### config.mk
export PLATFORM = sky130hd
export DESIGN_NAME = ex_mem_stage
export DESIGN_NICKNAME = d
export VERILOG_FILES = /design/src/rtl/ex_mem_stage.sv
export SDC_FILE = /design/constraint.sdc
export NUM_CORES = 1
export LEC_CHECK = 0
export CORE_MARGIN = 2
export CORE_UTILIZATION = 38
export DETAILED_ROUTE_END_ITERATION = 10
export GPL_ROUTABILITY_DRIVEN = 0
export PLACE_DENSITY = 0.84
export SLEW_MARGIN = 20
export SYNTH_ARGS = -nofsm -noshare
export SYNTH_HDL_FRONTEND = slang
export SYNTH_SLANG_ARGS = --single-unit
export TNS_END_PERCENT = 20
### constraint.sdc
create_clock -name clk -period 2.3 [get_ports clk]
set_input_delay 0.345 -clock clk [delete_from_list [all_inputs] [get_ports clk]]
set_output_delay 0.345 -clock clk [all_outputs]
set_load 0.02 [all_outputs]
### src/rtl/ex_mem_stage.sv
// EX->MEM pipeline register: latches ALU result and control, splits SWAP into
// two register writes (stalling upstream one cycle), and squashes on overflow.
module ex_mem_stage #(
    parameter int unsigned DATA_W     = 16,
    parameter int unsigned REG_ADDR_W = 4,
    parameter int unsigned PC_W       = 16
) (
    input  logic                  clk,
    input  logic                  rst,
    input  logic                  ex_valid,
    input  logic [2*DATA_W-1:0]   ex_result,
    input  logic                  ex_overflow,
    input  logic                  ex_swap,
    input  logic                  ex_reg_write,
    input  logic                  ex_mem_read,
    input  logic                  ex_mem_write,
    input  logic [REG_ADDR_W-1:0] ex_rd,
    input  logic [REG_ADDR_W-1:0] ex_rs,
    input  logic [DATA_W-1:0]     ex_store_data,
    input  logic [PC_W-1:0]       ex_pc,
    input  logic                  flush,
    input  logic                  exc_ack,
    output logic                  stall_out,
    output logic                  mem_valid,
    output logic [DATA_W-1:0]     mem_alu_out,
    output logic [DATA_W-1:0]     mem_store_data,
    output logic [REG_ADDR_W-1:0] mem_wr_addr,
    output logic                  mem_reg_write,
    output logic                  mem_mem_read,
    output logic                  mem_mem_write,
    output logic                  exc_valid,
    output logic [PC_W-1:0]       exc_pc,
    output logic                  exc_sticky
);

    typedef enum logic {RUN, SWAP2} state_t;

    state_t                  state_q, state_d;
    logic                    mem_valid_q, mem_valid_d;
    logic [DATA_W-1:0]       mem_alu_out_q, mem_alu_out_d;
    logic [DATA_W-1:0]       mem_store_data_q, mem_store_data_d;
    logic [REG_ADDR_W-1:0]   mem_wr_addr_q, mem_wr_addr_d;
    logic                    mem_reg_write_q, mem_reg_write_d;
    logic                    mem_mem_read_q, mem_mem_read_d;
    logic                    mem_mem_write_q, mem_mem_write_d;
    logic                    exc_valid_q, exc_valid_d;
    logic [PC_W-1:0]         exc_pc_q, exc_pc_d;
    logic                    exc_sticky_q, exc_sticky_d;
    logic [DATA_W-1:0]       upper_q, upper_d;
    logic [REG_ADDR_W-1:0]   rs_q, rs_d;

    always_comb begin
        state_d          = state_q;
        mem_valid_d      = 1'b0;
        mem_alu_out_d    = mem_alu_out_q;
        mem_store_data_d = mem_store_data_q;
        mem_wr_addr_d    = mem_wr_addr_q;
        mem_reg_write_d  = 1'b0;
        mem_mem_read_d   = 1'b0;
        mem_mem_write_d  = 1'b0;
        exc_valid_d      = 1'b0;
        exc_pc_d         = exc_pc_q;
        exc_sticky_d     = exc_ack ? 1'b0 : exc_sticky_q;
        upper_d          = upper_q;
        rs_d             = rs_q;

        unique case (state_q)
            RUN: begin
                // SWAP is tested before overflow: a SWAP can never raise an exception
                if (ex_valid && !flush) begin
                    if (ex_swap) begin
                        mem_valid_d     = 1'b1;
                        mem_alu_out_d   = ex_result[DATA_W-1:0];
                        mem_wr_addr_d   = ex_rd;
                        mem_reg_write_d = 1'b1;
                        upper_d         = ex_result[2*DATA_W-1:DATA_W];
                        rs_d            = ex_rs;
                        state_d         = SWAP2;
                    end else if (ex_overflow) begin
                        exc_valid_d  = 1'b1;
                        exc_pc_d     = ex_pc;
                        exc_sticky_d = 1'b1;
                    end else begin
                        mem_valid_d      = 1'b1;
                        mem_alu_out_d    = ex_result[DATA_W-1:0];
                        mem_store_data_d = ex_store_data;
                        mem_wr_addr_d    = ex_rd;
                        mem_reg_write_d  = ex_reg_write;
                        mem_mem_read_d   = ex_mem_read;
                        mem_mem_write_d  = ex_mem_write;
                    end
                end
            end
            SWAP2: begin
                // flush is ignored here: the SWAP is committed once its first half is out
                mem_valid_d     = 1'b1;
                mem_alu_out_d   = upper_q;
                mem_wr_addr_d   = rs_q;
                mem_reg_write_d = 1'b1;
                state_d         = RUN;
            end
            default: state_d = RUN;
        endcase
    end

    always_ff @(posedge clk or posedge rst) begin
        if (rst) begin
            state_q          <= RUN;
            mem_valid_q      <= 1'b0;
            mem_alu_out_q    <= '0;
            mem_store_data_q <= '0;
            mem_wr_addr_q    <= '0;
            mem_reg_write_q  <= 1'b0;
            mem_mem_read_q   <= 1'b0;
            mem_mem_write_q  <= 1'b0;
            exc_valid_q      <= 1'b0;
            exc_pc_q         <= '0;
            exc_sticky_q     <= 1'b0;
            upper_q          <= '0;
            rs_q             <= '0;
        end else begin
            state_q          <= state_d;
            mem_valid_q      <= mem_valid_d;
            mem_alu_out_q    <= mem_alu_out_d;
            mem_store_data_q <= mem_store_data_d;
            mem_wr_addr_q    <= mem_wr_addr_d;
            mem_reg_write_q  <= mem_reg_write_d;
            mem_mem_read_q   <= mem_mem_read_d;
            mem_mem_write_q  <= mem_mem_write_d;
            exc_valid_q      <= exc_valid_d;
            exc_pc_q         <= exc_pc_d;
            exc_sticky_q     <= exc_sticky_d;
            upper_q          <= upper_d;
            rs_q             <= rs_d;
        end
    end

    assign stall_out      = (state_q == SWAP2);
    assign mem_valid      = mem_valid_q;
    assign mem_alu_out    = mem_alu_out_q;
    assign mem_store_data = mem_store_data_q;
    assign mem_wr_addr    = mem_wr_addr_q;
    assign mem_reg_write  = mem_reg_write_q;
    assign mem_mem_read   = mem_mem_read_q;
    assign mem_mem_write  = mem_mem_write_q;
    assign exc_valid      = exc_valid_q;
    assign exc_pc         = exc_pc_q;
    assign exc_sticky     = exc_sticky_q;

endmodule

==> results of run 1 <==
[critical path, cell delays in order (launching register included)]
cell and delay [ns]:
dfrtp_1 0.54, buf_4 0.30, clkdlybuf4s50_1 0.64
[power by group through the flow]
stage | combinational [mW] | sequential, mW | clock, mW
floorplan | 0.366 | 2.07 | 0
global placement | 1.24 | 1.82 | 0
detailed placement | 1.26 | 1.84 | 0
CTS | 1.27 | 1.81 | 1.08
global route | 1.33 | 1.85 | 1.14
finish | 1.25 | 1.81 | 1.04
[registers in the layout (all words and copies together), names as in the netlist]
name            count
exc_pc             16
mem_wr_addr         4
mem_alu_out        16
mem_valid           1
mem_reg_write       1
mem_mem_read        1
upper_q            16
exc_sticky          1
exc_valid           1
stall_out           1
rs_q                4
mem_store_data     16
mem_mem_write       1
[worst max path at each step]
stage	cells past startpoint	from	slack [ns]	endpoint
finish	2	stall_out$_DFF_PP0_	0.12	stall_out
global route	2	stall_out$_DFF_PP0_	0.03	stall_out
CTS	2	stall_out$_DFF_PP0_	0.08	stall_out
detailed placement	5	ex_valid	0.14	rs_q[0]$_DFFE_PP0P_
global placement	5	ex_valid	0.19	upper_q[8]$_DFFE_PP0P_
floorplan	5	stall_out$_DFF_PP0_	0.59	mem_store_data[0]$_DFFE_PP0P_
[cells in the final DEF (no fill, tap or decap), types with 2 or more instances in the layout]
| cell | Yosys | final |
|---|---|---|
| and2_1 | 3 | 3 |
| buf_12 | 1 | 2 |
| buf_4 | 2 | 8 |
| clkbuf_8 | 0 | 9 |
| clkdlybuf4s50_1 | 0 | 140 |
| clkinvlp_4 | 0 | 5 |
| dfrtp_1 | 79 | 79 |
| inv_1 | 4 | 3 |
| mux2_2 | 52 | 52 |
| mux2_4 | 8 | 8 |
| nand2b_1 | 17 | 17 |
| nor3b_4 | 1 | 2 |
| o221a_2 | 16 | 16 |
[final cells by class]
class	count	area [um^2]	share of cell area
clock buffer	9	124	0.0251
multi-input combinational	103	1090	0.222
tap	105	131	0.0267
inverter	4	18.8	0.00381
sequential	79	1980	0.401
clock inverter	7	80.1	0.0163
timing repair buffer	150	1500	0.305
[kinds of logic (layout without fill, tap and decap cells)]
kind of cell | after synthesis | after routing | synth area share
muxes | 60 | 60 | 0.224
AOI/OAI and AO/OA | 19 | 19 | 0.0643
buffers and inverters | 14 | 170 | 0.0282
and+or+nand+nor | 24 | 24 | 0.0571
DFF | 79 | 79 | 0.627
[per-layer routing]
metal	up-vias	share of wire	wire, um
li1	1004	-	-
met1	1054	0.39	2810
met2	82	0.51	3680
met3	9	0.085	613
met4	0	0.014	101
met5	-	0	0
[per-stage QoR]
stage                     hold slack, ns  cells
after CTS                          0.351    457
final                              0.353    457
after detailed placement           0.487    441
after global routing               0.365    457
after global placement             0.482    441
after floorplan                    0.441    196
==> impl_metrics.yaml, run 1 <==
cts:
  cts_setup_buffers: 0
  cts_buffer_depth: 2
  post_cts_resized: 0
  cts_root_buf: "clkbuf_8"
  htree_num_levels: 3
  cts_tree: "yes"
  cts_made_buffers: 9
  clock_latency_ns: 0.34
  cts.sink_count: 79
  cts.clk_slew.worst_paths_ns: 0.09
  hold_buffers: 0
synthesis:
  post_synth_main_area_contributors: "dfrtp_1, mux2_2, o221a_2, mux2_4, nand2b_1"
  synth_nets: 278
  yosys_warnings: 0
  syn_area_um2: 3150
  synthDistinctLibCells: 19
  yosys.area.top_type: "dfrtp_1"
  yosys.area.top_type_share: 0.627
  ys_seq_area_frac: 0.627
  synth_edf_count: 0
  async_flop_share: 1.00
  netlist_top_cells_count: "dfrtp_1, mux2_2, nand2b_1, o221a_2, mux2_4"
  ys.flop_type: "dfrtp_1"
  avgSynthCellArea_um2: 16.1
  syn_inst: 196
  synth-seq-cells: 79
  synth_most_common_cell: "dfrtp_1"
routing:
  ant_nets: 0
  routed_wl_um: 7210
  drc: 0
  viasPerCell: 4.70
  routedWlPerCell_um: 15.8
  initialDrtViolationCount: 57
  vias: 2149
  dr.pass1.iters: 4
place:
  place_hpwl_um: 5460
  placed_cell_area_um2: 4720
  dp_slack_ns: 0.139
  port_buffers: 140
worst_setup_path:
  r2r-end: "rs_q[0]$_DFFE_PP0P_"
  r2r_start: "stall_out$_DFF_PP0_"
  critPathLaunchType: "flop"
  crit_type: "reg2out"
  worstPathRequired_ns: 1.96
  reg2regPathDepth: 4
  end_kind: "output pin"
  worst-path-max-fanout: 18
  arrival_ns: 1.84
  rrSetupSlack_ns: 0.44
min_path:
  hold_class: "in2async"
floorplanning:
  dieArea_um2: 9050
  ios: 141
  core_area_um2: 8130
  initial_core_util: 0.388
  num_rows: 33
  dieWidth_um: 95.1
  die_y_um: 95.1
cells_and_area:
  nNetsFinal: 429
  drive_gt1_frac: 0.304
  syn_to_final_growth_pct: 56.2
  final_util: 0.606
  fill_cells: 672
  antenna-diode-count: 0
  design_area_um2: 4930
power:
  power_mw: 4.10
  p_leak_nw: 2.03
  power_density_nw_per_um2: 832
  p_comb_frac: 0.305
  vdd_drop_max_uv: 473
  clockPowerShare: 0.253
  p_seq_frac: 0.441
  p_switching_mw: 1.18
  intPower_mw: 2.92
  swShare: 0.287
global_routing:
  grtUsageMet2: 0.276
  grt_pass1_vias: 2329
  gr-usage-met3: 0.0625
  grt_overflow_total: 0
  grt_pass1_wl_um: 11300
  grt_max_degree: 41
  grt_util_all_layers: 0.166
  use_met1: 0.195
  antenna_found_initial: 0
  grt_busiest_layer: "met2"
timing:
  setup_viol: 0
  post-route-min-period_ns: 2.18
  relSlewSlack: 0.716
  worst_clock_skew_ns: 0.0102
  rsz0062_at_grt: "false"
  fmax_mhz: 458
  period_share: 0.949
  worst_slack_ns: 0.118
  maxSlewViolCount: 0
  hold_viol_final: 0
  worst_slew_pin_slew_ns: 0.425
  fin_setup_tns_ns: 0
status:
  status: "finished clean"
job:
  maxCapViolCount: 0
No activity file was read; power rests on OpenSTA's default activity.
==> run 2: changes to the inputs <==
Settings changed: PLACE_DENSITY 0.84 to unset, PLACE_DENSITY_LB_ADDON set to 0.08.
==> impl_metrics.yaml, run 2 (same netlist as run 1, synthesis figures left out) <==
routing:
  drc: 0
  routed_wl_um: 7220
  ant_nets: 0
  vias: 2158
  routedWlPerCell_um: 15.9
  dr.pass1.iters: 4
  viasPerCell: 4.74
  initialDrtViolationCount: 63
worst_setup_path:
  worst-path-max-fanout: 4
  slowest_delay_ns: 0.66
  cp_num_buf_inv: 1
  worst-path-stages: 1
  critPathLaunchType: "flop"
  rrSetupSlack_ns: 0.61
  r2r-end: "mem_store_data[0]$_DFFE_PP0P_"
  worstPathRequired_ns: 1.96
  arrival_ns: 1.42
  cp-endpoint: "stall_out"
  r2r_start: "stall_out$_DFF_PP0_"
  slowest_stage: "clkdlybuf4s50_1"
  end_kind: "output pin"
  crit_type: "reg2out"
  crit_family: "buffers and inverters"
  startpoint: "stall_out$_DFF_PP0_"
  crit_chain: "clkdlybuf4s50_1"
  reg2regPathDepth: 4
power:
  swShare: 0.284
  p_leak_nw: 2.01
  intPower_mw: 2.86
  p_comb_frac: 0.312
  vdd_drop_max_uv: 467
  p_switching_mw: 1.14
  p_seq_frac: 0.452
  clockPowerShare: 0.236
  power_density_nw_per_um2: 818
cts:
  post_cts_resized: 0
  htree_num_levels: 3
  clock_latency_ns: 0.34
  cts_setup_buffers: 0
  cts_buffer_depth: 2
  cts_root_buf: "clkbuf_8"
  hold_buffers: 0
  cts.clk_slew.worst_paths_ns: 0.08
  cts.sink_count: 79
  cts_made_buffers: 9
  cts_tree: "yes"
timing:
  hold_viol_final: 0
  maxSlewViolCount: 0
  fin_setup_tns_ns: 0
  worst_slew_pin_slew_ns: 0.558
  setup_viol: 0
  post-route-min-period_ns: 1.77
  worst_clock_skew_ns: 0.00760
  relSlewSlack: 0.628
  fmax_mhz: 566
  period_share: 0.768
  holdWs_ns: 0.483
  rsz0062_at_grt: "false"
  worst_slack_ns: 0.533
cells_and_area:
  final_util: 0.600
  mostFrequentLayoutCell: "clkdlybuf4s50_1"
  final_cell_mix: "clkdlybuf4s50_1, dfrtp_1, mux2_2"
  nNetsFinal: 427
  antenna-diode-count: 0
  drive_gt1_frac: 0.297
  finalNonFillerCells: 455
  syn_to_final_growth_pct: 54.7
job:
  maxCapViolCount: 0
floorplanning:
  ios: 141
  dieArea_um2: 9050
  num_rows: 33
  core_area_um2: 8130
  initial_core_util: 0.388
  dieWidth_um: 95.1
  die_y_um: 95.1
global_routing:
  grt_pass1_vias: 2230
  antenna_found_initial: 0
  grt_pass1_wl_um: 11000
  grt_overflow_total: 0
  grt_util_all_layers: 0.161
  grt_max_degree: 45
place:
  place_hpwl_um: 5070
  dp_slack_ns: 0.227
  placed_cells: 439
  port_buffers: 140
min_path:
  hold_class: "in2async"
status:
  status: "finished clean"
## run 2: worst register-to-register path: cells and delay by family, from the launching register on
kind / cells / cell delay, ns
flip-flops: 1 / 0.44
buffers and inverters: 1 / 0.24
multiplexers: 1 / 0.32
AND/OR/NAND/NOR: 2 / 0.58
## run 2: worst min path at each step
stage	startpoint	endpoint	cells past startpoint
finish	rst	mem_store_data[8]$_DFFE_PP0P_	3
global route	rst	exc_pc[15]$_DFFE_PP0P_	3
CTS	rst	mem_store_data[10]$_DFFE_PP0P_	3
detailed placement	rs_q[3]$_DFFE_PP0P_	rs_q[3]$_DFFE_PP0P_	1
global placement	upper_q[9]$_DFFE_PP0P_	upper_q[9]$_DFFE_PP0P_	1
floorplan	exc_ack	exc_sticky$_DFF_PP0_	1
## run 2: metrics by stage
stage	power [mW]	instance area [um^2]
6_report	3.99	4880
3_5_place_dp	3.09	4700
2_1_floorplan	2.44	3160
4_1_cts	4.04	4880
3_3_place_gp	3.07	4700
5_1_grt	4.20	4880
## run 2: per-layer routing
metal / wire [um] / part of all wire / global-route usage
met5: 0 / 0 / 0
met3: 478 / 0.066 / 0.0530
met2: 3360 / 0.47 / 0.249
met1: 3320 / 0.46 / 0.215
met4: 67 / 0.0093 / 0.0495
## run 2: area by class of cell
class / instances / area (um^2)
clock inverters: 4 / 30.0
multi-input cells: 103 / 1090
clock buffers: 12 / 155
repair buffers: 148 / 1470
well taps: 105 / 131
fillers: 671 / 3250
inverters: 4 / 18.8
flip-flops and latches: 79 / 1980
## run 2: power by group through the flow
stage               logic [mW]  clock network, mW  registers, mW
finish                    1.25              0.944           1.80
global route              1.32               1.04           1.84
CTS                       1.26              0.972           1.81
detailed placement        1.26                  0           1.83
global placement          1.24                  0           1.83
floorplan                0.366                  0           2.07
==> run 3: changes to the inputs <==
Clock period 2.3 ns to 1.5 ns, I/O delays scaled along.
==> impl_metrics.yaml, run 3 (same netlist as run 1, synthesis figures left out) <==
status:
  status: "complete, but fails checks"
  violations: "setup timing"
global_routing:
  grt_util_all_layers: 0.166
  grt_overflow_total: 0
  antenna_found_initial: 0
  grt_pass1_wl_um: 11200
  grt_pass1_vias: 2223
  grt_max_degree: 27
power:
  vdd_drop_max_uv: 738
  p_comb_frac: 0.283
  p_switching_mw: 1.71
  clockPowerShare: 0.267
  power_density_nw_per_um2: 1230
  intPower_mw: 4.42
  p_leak_nw: 2.23
  power_mw: 6.13
  swShare: 0.278
  p_seq_frac: 0.450
worst_setup_path:
  r2r_start: "stall_out$_DFF_PP0_"
  arrival_ns: 1.78
  end_kind: "flop"
  crit_type: "reg2reg"
  critPathLaunchType: "flop"
  worst-path-max-fanout: 8
  startpoint: "stall_out$_DFF_PP0_"
  worstPathRequired_ns: 1.73
routing:
  ant_nets: 0
  vias: 2171
  viasPerCell: 4.70
  initialDrtViolationCount: 46
  drc: 0
  routed_wl_um: 7310
  dr.pass1.iters: 4
  routedWlPerCell_um: 15.8
floorplanning:
  num_rows: 33
  dieArea_um2: 9050
  ios: 141
  die_y_um: 95.1
  core_area_um2: 8130
  dieWidth_um: 95.1
  initial_core_util: 0.388
timing:
  maxSlewViolCount: 0
  setup_viol: 37
  post-route-min-period_ns: 1.55
  hold_viol_final: 0
  rsz0062_at_grt: "true"
  fmax_mhz: 645
  period_share: 1.03
  holdWs_ns: 0.230
  worst_slack_ns: -0.0498
  worst_slew_pin_slew_ns: 0.414
  fin_setup_tns_ns: -0.767
  worst_clock_skew_ns: 0.00727
  relSlewSlack: 0.724
cells_and_area:
  drive_gt1_frac: 0.314
  syn_to_final_growth_pct: 57.8
  mostFrequentLayoutCell: "clkdlybuf4s50_1"
  final_cell_mix: "clkdlybuf4s50_1, dfrtp_1, dlygate4sd2_1"
  finalNonFillerCells: 462
  fill_cells: 687
  multi_input_area_um2: 1100
  seq_area_um2: 1980
  antenna-diode-count: 0
  nNetsFinal: 436
  final_util: 0.612
cts:
  htree_num_levels: 3
  cts_root_buf: "clkbuf_8"
  clock_latency_ns: 0.34
  cts_tree: "yes"
  cts.clk_slew.worst_paths_ns: 0.08
  cts_buffer_depth: 2
  cts_made_buffers: 9
  cts.sink_count: 79
place:
  placed_cells: 448
  place_hpwl_um: 5380
  port_buffers: 140
job:
  maxCapViolCount: 0
min_path:
  hold_class: "in2async"
[run 3: cell count changes in the layout (fill, tap and decap cells not counted), moves of 3 or more]
| cell | change |
|---|---|
| clkinvlp_4 | -3 |
| buf_12 | +5 |
| dlygate4sd2_1 | +56 |
| clkdlybuf4s50_1 | -59 |
[run 3: worst paths after layout]
kind | slack, ns | cells past startpoint | end
setup / recovery | -0.05 | 4 | mem_store_data[13]$_DFFE_PP0P_
hold / removal | 0.23 | 2 | upper_q[1]$_DFFE_PP0P_
setup reg to reg | -0.05 | 4 | mem_store_data[13]$_DFFE_PP0P_
hold reg to reg | 0.50 | 1 | upper_q[9]$_DFFE_PP0P_
max in group asynchronous | 0.82 | 3 | mem_reg_write$_DFF_PP0_
min in group clk | 0.44 | 2 | exc_sticky$_DFF_PP0_
[run 3: area by class of cell]
cell class / instances / share of cell area
Clock buffer: 10 / 0.0256
Clock inverter: 4 / 0.0146
Inverter: 4 / 0.00377
Multi-Input combinational cell: 103 / 0.221
Sequential cell: 79 / 0.397
Tap cell: 105 / 0.0264
Timing Repair Buffer: 157 / 0.311
[run 3: critical path, cell delays in order, from the launching register on]
cell,delay (ns)
dfrtp_1,0.42
nor3b_4,0.22
nor3b_4,0.28
buf_6,0.18
mux2_2,0.34
[run 3: per-stage QoR]
stage / setup slack [ns] / area, um^2
2_1_floorplan: -0.207 / 3160
3_3_place_gp: -0.307 / 4830
4_1_cts: -0.0761 / 4960
6_report: -0.0498 / 4980
3_5_place_dp: -0.365 / 4830
5_1_grt: -0.125 / 4980
[run 3: power by group through the flow]
stage / registers [mW] / logic, mW / clock network [mW]
final: 2.76 / 1.73 / 1.64
after global routing: 2.81 / 1.85 / 1.78
after CTS: 2.76 / 1.76 / 1.68
after detailed placement: 2.81 / 1.98 / 0
after global placement: 2.80 / 1.94 / 0
after floorplan: 3.18 / 0.562 / 0
[run 3: layer usage]
metal,part of all wire,vias up,GRT usage,wire length [um]
met5,0,-,0,0
met4,0.013,0,0.0652,96
met3,0.063,9,0.0435,463
met2,0.47,76,0.253,3450
met1,0.45,1067,0.225,3300
li1,-,1019,-,-
[run 3: timing repair]
item / 4_1_cts / 5_1_grt
pin swaps: 0 / 1
setup buffers: 0 / 0
setup endpoints to repair: 109 / 66
cloned: 0 / 0
resized for setup: 61 / 4
hold buffers: 0 / 0
==> edit, RTL diff (config.mk and constraints of run 3) <==
Make the reset (`rst`) synchronous in one clocked block.
--- a/src/rtl/ex_mem_stage.sv
+++ b/src/rtl/ex_mem_stage.sv
@@ -104,5 +104,5 @@
     end
 
-    always_ff @(posedge clk or posedge rst) begin
+    always_ff @(posedge clk) begin
         if (rst) begin
             state_q          <= RUN;
Behaviour: differs if rst is asserted again (counterexample within 4 cycles, from zero or initial values and one cycle with rst high); with rst held inactive, the same outputs for 10 cycles.
==> edit against run 3 <==
- area after synthesis grew 9.9%
- sequential cell count is the same
- final area grew 4.4%
- die area grew 9.4%
- register-to-register slack gained 0.10 ns
- setup slack gained 0.077 ns
- global-route usage grew 0.61 points
- wire length grew 13%
Power is not compared: it rests on default switching activity, and its combinational part moved more than twofold at a synthesized area within 25%.
==> edit: results (changes against run 3) <==
status: "finished, final reports clean"
p_leak_nw: 2.22
p_int_mw: 3.34
buf_share: 0.296  # -0.0147
grt_usage: 0.172  # +0.00614
drive_gt1_frac: 0.109  # -0.204
slowest_stage: "clkdlybuf4s50_1"
clk_pin_slew_ns: 0.08  # about the same
syn_to_final_growth_pct: 49.9
seqPwrFrac: 0.500
drtIter0Drc: 43  # -6.5%
place_area_sq_um: 5070  # +5.1%
diodes: 0  # unchanged
clkLatencyLatePin_ns: 0.34  # about the same
cpPeakStageDelay_ns: 0.55  # +0.13 ns
htree_num_levels: 3  # unchanged
wirelength_microns: 8260  # +13%
place_inst: 596  # +33%
dr_total_vias: 2833  # +30%
multiInputGateArea_sq_um: 1760  # +59%
synth_cell_types: 25  # +6
nets: 581  # +33%
synth.area.top_cells: "dfxtp_1, mux2i_1, nand2b_1, mux2_2, nand2_1"
pre_cts_slack_ns: -0.311  # +0.0544 ns
crit_fanout: 12  # +4
power_frac_comb: 0.160
critical_path.top_delay_family: "buffers and inverters"
grt_max_degree: 51  # +89%
tightest_slew_ns: 0.259  # -0.155 ns
async_flop_share: 0  # -1.00
n_all_buffers: 156  # -0.64%
die_w_microns: 99.5  # +4.6%
cts_setup_buffers: 0  # unchanged
instances_no_fill: 611  # +32%
nMultiInputCombCells: 252  # +140%
ctsLongestPathBuffers: 2  # unchanged
n_all_inverters: 1  # -3
antenna_found_initial: 0  # unchanged
worstPathArrival_ns: 1.71  # -0.07 ns
synth_fp_nets: 440  # +58%
ys_top_cells_by_count: "dfxtp_1, nand2b_1, mux2i_1"
synth_warnings: 0  # unchanged
fillers: 803  # +17%
portBuffers: 140  # unchanged
comb-power_mw: 0.703
slew_violations: 0  # unchanged
cts_buffers: 9  # unchanged
grt_pass1_vias: 2856  # +28%
sh_seq_area: 0.305  # -0.0925
ir_worst_vdd_uv: 366
area_share_clock_buf_inv: 0.0344  # -0.00578
dpl.hpwl_microns: 5870  # +9.2%
yosysSeqAreaShare: 0.456  # -0.170
hp-class: "in2reg"
ys_seq_elements: 79  # unchanged
clkbuf_count: 11  # +1
syn_inst: 358  # +83%
fin_worst_skew_ns: 0.00432  # -0.00295 ns
grt_pass1_wl_microns: 13500  # +20%
-- edit: metal layers --
metal,vias up,share of wire,GRT usage
met5,-,0,0
met1,1291,0.44,0.204
met3,10,0.075,0.0534
li1,1445,-,-
met2,87,0.47,0.290
met4,0,0.014,0.0664
-- edit: kinds of logic (layout without fill, tap and decap cells) --
group / after synthesis / in the layout / synth area share
compound gates: 22 / 22 / 0.0354
buf+inv: 27 / 172 / 0.0433
flops: 79 / 79 / 0.456
mux: 72 / 72 / 0.215
simple gates: 158 / 158 / 0.250
-- edit: final timing paths --
path / cells past startpoint / slack, ns / end / startpoint
hold reg to reg: 2 / 0.46 / rs_q[3] / rs_q[3]
setup reg to reg: 4 / 0.05 / mem_store_data[11] / stall_out
hold / removal: 3 / 0.34 / mem_store_data[2] / rst
setup / recovery: 5 / 0.03 / mem_alu_out[3] / ex_overflow
-- edit: repair_timing --
action / in CTS / in global routing
pin swaps: 0 / 0
gates cloned: 0 / 0
setup endpoints to repair: 56 / 25
gates resized for setup: 56 / 5
